[src/rtl/sharp_pkg.sv]
// Shared definitions for the image-sharpening write-back path:
// pixel geometry and the writer state encoding.
package sharp_pkg;

    localparam int PIX_W        = 8;
    localparam int PIX_PER_WORD = 4;
    localparam int LANE_W       = $clog2(PIX_PER_WORD);
    localparam int WORD_W       = PIX_W * PIX_PER_WORD;

    typedef enum logic [1:0] {
        IDLE,
        COLLECT,
        WRITE,
        DONE
    } state_t;

endpackage

[src/rtl/pixel_packer.sv]
// Packs incoming pixels little-endian into one memory word.
// Tracks which lanes have been filled.
module pixel_packer
    import sharp_pkg::*;
(
    input  logic                    clk,
    input  logic                    reset,
    input  logic                    load,
    input  logic                    clear,
    input  logic [PIX_W-1:0]        din,
    output logic [WORD_W-1:0]       word,
    output logic [PIX_PER_WORD-1:0] be,
    output logic                    full
);

    logic [PIX_PER_WORD-1:0][PIX_W-1:0] lanes;
    logic [LANE_W-1:0]                  lane_idx;

    // Lane index wraps to 0 after the last lane, matching the cleared state.
    always_ff @(posedge clk) begin
        if (reset || clear) begin
            lanes    <= '0;
            be       <= '0;
            lane_idx <= '0;
        end else if (load) begin
            lanes[lane_idx] <= din;
            be[lane_idx]    <= 1'b1;
            lane_idx        <= lane_idx + 1'b1;
        end
    end

    assign word = lanes;

    // High when the next load completes the word.
    assign full = (lane_idx == LANE_W'(PIX_PER_WORD - 1));

endmodule

[src/rtl/sharp_pixel_writer.sv]
// Write-back end of the sharpening datapath: collects result pixels,
// packs them into words and writes them to data memory at rising addresses.
module sharp_pixel_writer
    import sharp_pkg::*;
#(
    parameter int ADDR_W = 32
) (
    input  logic                    clk,
    input  logic                    reset,
    input  logic                    start,
    input  logic [ADDR_W-1:0]       base_addr,
    input  logic [15:0]             num_pix,
    input  logic                    pix_valid,
    input  logic [PIX_W-1:0]        pix_data,
    output logic                    pix_ready,
    output logic                    mem_req,
    output logic                    mem_we,
    output logic [ADDR_W-1:0]       mem_addr,
    output logic [WORD_W-1:0]       mem_wdata,
    output logic [PIX_PER_WORD-1:0] mem_be,
    input  logic                    mem_ack,
    output logic                    busy,
    output logic                    done
);

    state_t            state, next_state;
    logic [ADDR_W-1:0] addr_q;
    logic [15:0]       remaining;
    logic              pack_load;
    logic              pack_clear;
    logic              pack_full;
    logic              xfer;
    logic              launch;

    assign xfer   = (state == COLLECT) && pix_valid;
    assign launch = (state == IDLE) && start && (num_pix != 16'd0);

    pixel_packer u_packer (
        .clk   (clk),
        .reset (reset),
        .load  (pack_load),
        .clear (pack_clear),
        .din   (pix_data),
        .word  (mem_wdata),
        .be    (mem_be),
        .full  (pack_full)
    );

    always_ff @(posedge clk) begin
        if (reset) begin
            state <= IDLE;
        end else begin
            state <= next_state;
        end
    end

    always_comb begin
        next_state = state;
        pix_ready  = 1'b0;
        mem_req    = 1'b0;
        pack_load  = 1'b0;
        pack_clear = 1'b0;
        case (state)
            IDLE: begin
                if (start) begin
                    if (num_pix == 16'd0) begin
                        next_state = DONE;
                    end else begin
                        pack_clear = 1'b1;
                        next_state = COLLECT;
                    end
                end
            end
            COLLECT: begin
                pix_ready = 1'b1;
                if (pix_valid) begin
                    pack_load = 1'b1;
                    // remaining is still pre-decrement here, so 1 means last pixel.
                    if (pack_full || remaining == 16'd1) begin
                        next_state = WRITE;
                    end
                end
            end
            WRITE: begin
                mem_req = 1'b1;
                if (mem_ack) begin
                    pack_clear = 1'b1;
                    next_state = (remaining == 16'd0) ? DONE : COLLECT;
                end
            end
            DONE: begin
                next_state = IDLE;
            end
            default: begin
                next_state = IDLE;
            end
        endcase
    end

    // Address is forced word-aligned at launch and wraps silently on overflow.
    always_ff @(posedge clk) begin
        if (reset) begin
            addr_q    <= '0;
            remaining <= '0;
        end else if (launch) begin
            addr_q    <= base_addr & ~ADDR_W'(3);
            remaining <= num_pix;
        end else begin
            if (xfer) begin
                remaining <= remaining - 16'd1;
            end
            if (state == WRITE && mem_ack) begin
                addr_q <= addr_q + ADDR_W'(4);
            end
        end
    end

    assign mem_we   = mem_req;
    assign mem_addr = addr_q;
    assign busy     = (state == COLLECT) || (state == WRITE);
    assign done     = (state == DONE);

endmodule

[config.mk]
export PLATFORM = sky130hd
export DESIGN_NAME = sharp_pixel_writer
export DESIGN_NICKNAME = d
export VERILOG_FILES = /design/src/rtl/sharp_pkg.sv /design/src/rtl/pixel_packer.sv /design/src/rtl/sharp_pixel_writer.sv
export SDC_FILE = /design/constraint.sdc
export NUM_CORES = 1
export LEC_CHECK = 0
export BUFFER_PORTS_ARGS = -buffer_cell sky130_fd_sc_hd__buf_2
export CAP_MARGIN = 20
export CORE_MARGIN = 2
export CORE_UTILIZATION = 46
export CTS_CLUSTER_DIAMETER = 30
export DETAILED_ROUTE_END_ITERATION = 8
export PLACE_DENSITY = 0.77
export SYNTH_ARGS = -nofsm -noshare
export SYNTH_HDL_FRONTEND = slang
export SYNTH_SLANG_ARGS = --single-unit
[constraint.sdc]
create_clock -name clk -period 2 [get_ports clk]
set_input_delay 0.5 -clock clk [delete_from_list [all_inputs] [get_ports clk]]
set_output_delay 0.5 -clock clk [all_outputs]
set_load 0.02 [all_outputs]
==> impl_metrics.py, run 1 <==
metrics = {
    "critical_path": {
        "path_buf_inv": 0,
        "worstPathRequired_ns": 2.28,
        "critPathTopFamily": "simple AND/OR/NAND/NOR gates",
        "crit_chain": "or4_4 > or3_4 > or3_1 > a221o_1 > a21oi_2",
        "worstSetupStartpointType": "register",
        "crit_fanout": 3,
        "worstPathArrival_ns": 2.33,
        "crit_type": "reg2reg",
        "cpMaxStageDelayCell": "or4_4",
        "endpoint_kind": "register",
        "max_stage_delay_ns": 0.53,
    },
    "global_routing": {
        "grt.overflow.total": 0,
        "use_met2_pct": 38.1,
        "grt_usage_pct": 21.6,
        "grt_max_degree": 40,
        "grt_pass1_vias": 3832,
        "met1_usage_pct": 26.6,
        "grt_use_met3_pct": 4.87,
        "grt_pass1_wl_mm": 17.4,
        "busiest_layer": "met2",
        "grt_antenna_before_repair": 0,
    },
    "placement": {
        "placed_cell_area_sq_um": 5150,
        "io_buffers": 129,
        "gp_congestion": 0.842,
        "dp_cells": 751,
        "hpwl_mm": 7.97,
    },
    "floorplanning": {
        "pin_count": 134,
        "start_util_pct": 46.9,
        "rows": 34,
        "coreArea_sq_um": 8640,
        "die_area_sq_um": 9570,
        "die_h_um": 97.8,
        "die_w_um": 97.8,
    },
    "clocking": {
        "hold_buffers": 0,
        "clkSlewWorstSetupHoldPaths_ns": 0.11,
        "clockBufferDepth": 2,
        "clk_latency_ns": 0.35,
        "cts_tree": "built",
        "numCtsBuffers": 9,
        "htreeDepth": 3,
        "clock-root-buffer": "clkbuf_8",
        "cts.sinks": 86,
    },
    "yosys": {
        "synth_area_sq_um": 4050,
        "synth_top_area_cell": "dfxtp_1",
        "synthCells": 500,
        "synth_seq_cells": 86,
        "ys_warn_count": 0,
        "ys_seq_area_share_pct": 42.5,
        "yosysTopAreaCellShare_pct": 42.5,
        "synth.top_cells.by_area": "dfxtp_1 (42%), a211oi_1 (8.0%), nand2_1 (8.0%), nor2_1 (6.4%), xnor2_1 (6.1%)",
        "synth.avg_cell_area_sq_um": 8.10,
        "ys_types": 38,
    },
    "sta": {
        "fmax_mhz": 489,
        "slew_headroom_pct": 64.8,
        "fin_crit_ns": 2.05,
        "setup_ws_ns": -0.0464,
        "rsz0062_at_grt": "yes",
        "hold_viol": 0,
        "final-setup-viol-count": 1,
        "tightest_slew_ns": 0.524,
        "skew_ns": 0.0160,
        "finalMaxSlewViolations": 0,
        "whs_ns": 0.404,
        "fin_crit_sh_pct": 102,
    },
    "drt": {
        "drtPass1Iterations": 4,
        "drc_errors": 0,
        "wl_per_cell_um": 13.8,
        "vias": 4041,
        "detail-route-antenna-nets": 0,
        "drt_wl_total_mm": 10.6,
        "drt-initial-drc-count": 121,
        "viasPerCell": 5.25,
    },
    "pwr": {
        "ir_drop_mv": 0.624,
        "power_switching_uw": 2390,
        "p_comb_share_pct": 41.5,
        "power.leakage_uw": 0.00227,
        "seq_power_share_pct": 38.3,
        "p_int_uw": 3610,
        "netSwitchingFraction_pct": 39.8,
        "power_density_nw_per_um2": 1100,
        "pwr-share-clk_pct": 20.2,
    },
    "outcome": {
        "status": "finished, violations left",
        "violations": "negative setup slack",
    },
    "job": {
        "maxCapViolCount": 0,
    },
    "finish": {
        "layoutNonFillerInstCount": 769,
        "nets": 728,
        "area.growth.synth_to_final_pct": 34.3,
        "design_area_sq_um": 5440,
        "drive_above_1_share_pct": 34.2,
        "diodes": 0,
    },
    "hold_path": {
        "hold_class": "in2reg",
    },
}
-- worst reg2reg max path: cells and delay by family (launching register included) --
kind | cells | cell delay (ns)
AOI/OAI and AO/OA | 2 | 0.43
DFF | 1 | 0.32
and+or+nand+nor | 3 | 1.24
-- cell usage in the layout, fill, tap and decap left out, types with 7 or more instances in the layout --
master	count
buf_2	129
nand2_1	86
dfxtp_1	75
nor2_1	69
a211oi_1	43
buf_4	43
a21oi_1	33
xnor2_1	28
xor2_1	16
nand3_1	13
dfxtp_2	11
inv_1	10
nor3_1	10
ha_1	9
clkbuf_8	9
nand4_1	7
-- what timing repair did --
item / CTS / global route
setup endpoints to repair: 3 / 14
resized for setup: 2 / 18
pin swaps: 1 / 4
setup buffers: 0 / 2
endpoints found under the hold margin: 0 / 0
-- registers in the layout (all words and copies together), names as in the netlist --
register,count
mem_addr,30
remaining,16
state,2
u_packer.be,4
u_packer.lane_idx,2
u_packer.word,32
-- cell type report --
class                   count  area, sq um
well taps                 108          135
fillers                   788         3200
inverters                  11         41.3
clock buffers               9          124
repair buffers            176         1050
flip-flops and latches     86         1740
multi-input cells         372         2280
clock inverters             7         75.1
-- through the flow --
step,utilization (%),setup slack (ns),setup TNS [ns],total power [uW]
floorplan,-,-0.117,-0.117,3890
detailed placement,59.7,-0.0441,-0.202,4770
CTS,62.1,-0.0388,-0.0737,5970
finish,63.0,-0.0464,-0.0464,6000
global placement,59.7,-0.0322,-0.0384,4690
global route,63.0,-0.0923,-0.178,6360
-- kinds of logic after synthesis --
| group | share of synthesized area [%] |
|---|---|
| DFF | 42.5 |
| muxes | 0.494 |
| AOI/OAI and AO/OA | 14.0 |
| adders and majority gates | 3.40 |
| buffers and inverters | 4.29 |
| xor gates and xnor gates | 9.51 |
| and+or+nand+nor | 25.7 |
| other | 0.0926 |
-- power groups by stage --
stage	Combinational, uW	Clock (uW)	Sequential, uW
after CTS	2470	1230	2270
after global placement	2400	0	2290
final	2490	1210	2300
after detailed placement	2470	0	2310
after floorplan	1330	0	2560
after global routing	2730	1300	2330
-- metal layers --
layer | vias up | part of all wire (%)
li1 | 2032 | -
met1 | 1872 | 44
met2 | 123 | 49
met3 | 14 | 6.0
met4 | 0 | 1.3
met5 | - | 0
-- synth_stat cells --
| cell type | number |
|---|---|
| nor4bb_1 | 1 |
| or3_4 | 1 |
| and4_1 | 5 |
| buf_1 | 3 |
| o211a_1 | 1 |
| or2_2 | 1 |
| o31a_2 | 1 |
| and2_1 | 2 |
| clkbuf_2 | 1 |
| nor3_1 | 13 |
| nand2_1 | 86 |
| nor2b_1 | 2 |
| nand3_1 | 15 |
| xnor2_1 | 28 |
| a21oi_1 | 33 |
| mux2i_1 | 2 |
| conb_1 | 1 |
| a311oi_1 | 2 |
| a2111oi_2 | 1 |
| nand2b_1 | 1 |
| buf_4 | 3 |
| nand3b_1 | 1 |
| a211o_1 | 1 |
| or3_1 | 4 |
| a21oi_2 | 1 |
| nand4_1 | 7 |
| a221o_1 | 1 |
| or4_4 | 1 |
| nor2_1 | 69 |
| dfxtp_1 | 86 |
| or4_1 | 3 |
| clkbuf_1 | 25 |
| nor4_1 | 11 |
| xor2_1 | 16 |
| and3_1 | 6 |
| inv_1 | 11 |
| ha_1 | 11 |
| a211oi_1 | 43 |
-- path summary, 6_finish.rpt --
path                     startpoint           endpoint  slack (ns)  cells past startpoint
hold / removal          pix_data[7]  u_packer.word[23]        0.40                      3
hold reg to reg   u_packer.word[18]  u_packer.word[18]        0.46                      2
setup reg to reg      remaining[11]           state[1]       -0.05                      5
setup / recovery      remaining[11]           state[1]       -0.05                      5
No activity file was read; power rests on OpenSTA's default activity.
==> inputs of run 2 (changes only) <==
Settings changed: BUFFER_PORTS_ARGS -buffer_cell sky130_fd_sc_hd__buf_2 to unset, CORE_UTILIZATION 46 to 57, DONT_BUFFER_PORTS set to 1, MAX_ROUTING_LAYER set to met4, PLACE_DENSITY 0.77 to 0.75.
==> impl_metrics.py, run 2 (same netlist as run 1, synthesis figures left out) <==
metrics = {
    "hold_path": {
        "hold_class": "in2reg",
    },
    "clocking": {
        "htreeDepth": 3,
        "clock-root-buffer": "clkbuf_8",
        "cts_tree": "built",
        "clk_latency_ns": 0.35,
        "numCtsBuffers": 9,
        "cts.sinks": 86,
        "hold_buffers": 0,
        "clkSlewWorstSetupHoldPaths_ns": 0.09,
        "clockBufferDepth": 2,
    },
    "pwr": {
        "p_int_uw": 3800,
        "seq_power_share_pct": 37.3,
        "power.leakage_uw": 0.00174,
        "power_switching_uw": 2280,
        "ir_drop_mv": 0.733,
        "pwr-share-clk_pct": 22.8,
        "power_density_nw_per_um2": 1240,
        "p_comb_share_pct": 39.9,
        "netSwitchingFraction_pct": 37.4,
    },
    "sta": {
        "fin_crit_sh_pct": 103,
        "fin_crit_ns": 2.07,
        "fin_setup_tns_ns": -0.0683,
        "fmax_mhz": 483,
        "skew_ns": 0.00676,
        "final-setup-viol-count": 1,
        "rsz0062_at_grt": "yes",
        "setup_ws_ns": -0.0683,
        "finalMaxSlewViolations": 0,
        "hold_viol": 0,
        "whs_ns": 0.198,
    },
    "critical_path": {
        "endpoint_kind": "register",
        "ff2ff_setup_slack_ns": -0.07,
        "worstSetupStartpointType": "register",
        "worstPathRequired_ns": 2.29,
        "crit_fanout": 4,
        "crit_type": "reg2reg",
        "cpMaxStageDelayCell": "or4_4",
        "worstPathArrival_ns": 2.36,
        "crit_top_cell": "or3_4",
        "path_buf_inv": 0,
        "critPathTopFamily": "simple AND/OR/NAND/NOR gates",
        "crit_chain": "or4_4 > or3_4 > or3_4 > a221o_1 > a21oi_2",
        "max_stage_delay_ns": 0.53,
    },
    "drt": {
        "drtPass1Iterations": 4,
        "vias": 3661,
        "detail-route-antenna-nets": 0,
        "drt_wl_total_mm": 10.2,
        "drt-initial-drc-count": 150,
        "viasPerCell": 5.71,
        "wl_per_cell_um": 15.9,
        "drc_errors": 0,
    },
    "floorplanning": {
        "pin_count": 134,
        "coreArea_sq_um": 6830,
        "die_h_um": 88.3,
        "rows": 30,
        "start_util_pct": 59.3,
        "die_area_sq_um": 7800,
        "die_w_um": 88.3,
    },
    "finish": {
        "design_area_sq_um": 4920,
        "diodes": 0,
        "largest_reg_flops": 32,
        "nets": 612,
        "final_common_cell": "nand2_1",
        "layout_common_cells": "nand2_1 (86), dfxtp_1 (82), nor2_1 (68)",
        "drive_above_1_share_pct": 19.8,
        "area.growth.synth_to_final_pct": 21.4,
    },
    "global_routing": {
        "grt_max_degree": 50,
        "grt_usage_pct": 26.5,
        "grt.overflow.total": 0,
        "grt_pass1_wl_mm": 15.8,
        "grt_pass1_vias": 3425,
        "grt_antenna_before_repair": 0,
    },
    "placement": {
        "gp_congestion": 0.846,
        "io_buffers": 0,
        "preCtsSetupSlack_ns": -0.0770,
        "hpwl_mm": 7.27,
        "placed_cell_area_sq_um": 4570,
    },
    "outcome": {
        "violations": "negative setup slack",
        "status": "finished, violations left",
    },
    "job": {
        "maxCapViolCount": 0,
    },
}
## run 2: changes by cell type in the layout (fill, tap and decap cells not counted), moves of 3 or more
cell	change
a211oi_1	-3
a211oi_2	+3
buf_4	+14
buf_2	-129
dfxtp_1	+7
dfxtp_2	-7
## run 2: path summary, 6_finish.rpt
check	depth (start not counted)	start	to
hold / removal	1	reset	remaining[11]
hold reg to reg	2	remaining[4]	remaining[4]
setup / recovery	5	remaining[11]	state[1]
setup reg to reg	5	remaining[11]	state[1]
## run 2: final cells by class
class / instances / area (sq um)
sequential: 86 / 1730
clock inverter: 7 / 103
inverter: 11 / 41.3
tap: 96 / 120
multi-input combinational: 372 / 2320
fill: 543 / 1910
timing repair buffer: 60 / 488
clock buffer: 9 / 124
## run 2: power by group through the flow
stage / registers (uW) / logic (uW) / clock network (uW)
after CTS: 2270 / 2370 / 1410
after global routing: 2310 / 2660 / 1480
final: 2270 / 2430 / 1380
after detailed placement: 2300 / 2330 / 0
after floorplan: 2560 / 1330 / 0
after global placement: 2290 / 2280 / 0
## run 2: worst reg2reg max path, cell delays in order, from the launching register on
cell     delay, ns
dfxtp_2       0.33
or4_4         0.53
or3_4         0.38
or3_4         0.33
a221o_1       0.33
a21oi_2       0.12
## run 2: metrics by stage
stage                     power [uW]  utilization (%)  std cells
after floorplan                 3890                -        501
after global placement          4570             66.9        622
after detailed placement        4630             66.9        622
after CTS                       6050             70.5        638
after global routing            6440             72.0        641
final                           6080             72.0        641
## run 2: metal layers
layer	track usage, %	wire [um]
met1	31.6	4170
met2	42.4	5030
met3	6.72	777
met4	11.6	227
met5	-	0
## run 2: timing repair
item / in CTS / in global routing
pin swaps: 1 / 2
setup buffers: 0 / 3
gates resized for setup: 3 / 16
setup endpoints to repair: 3 / 14
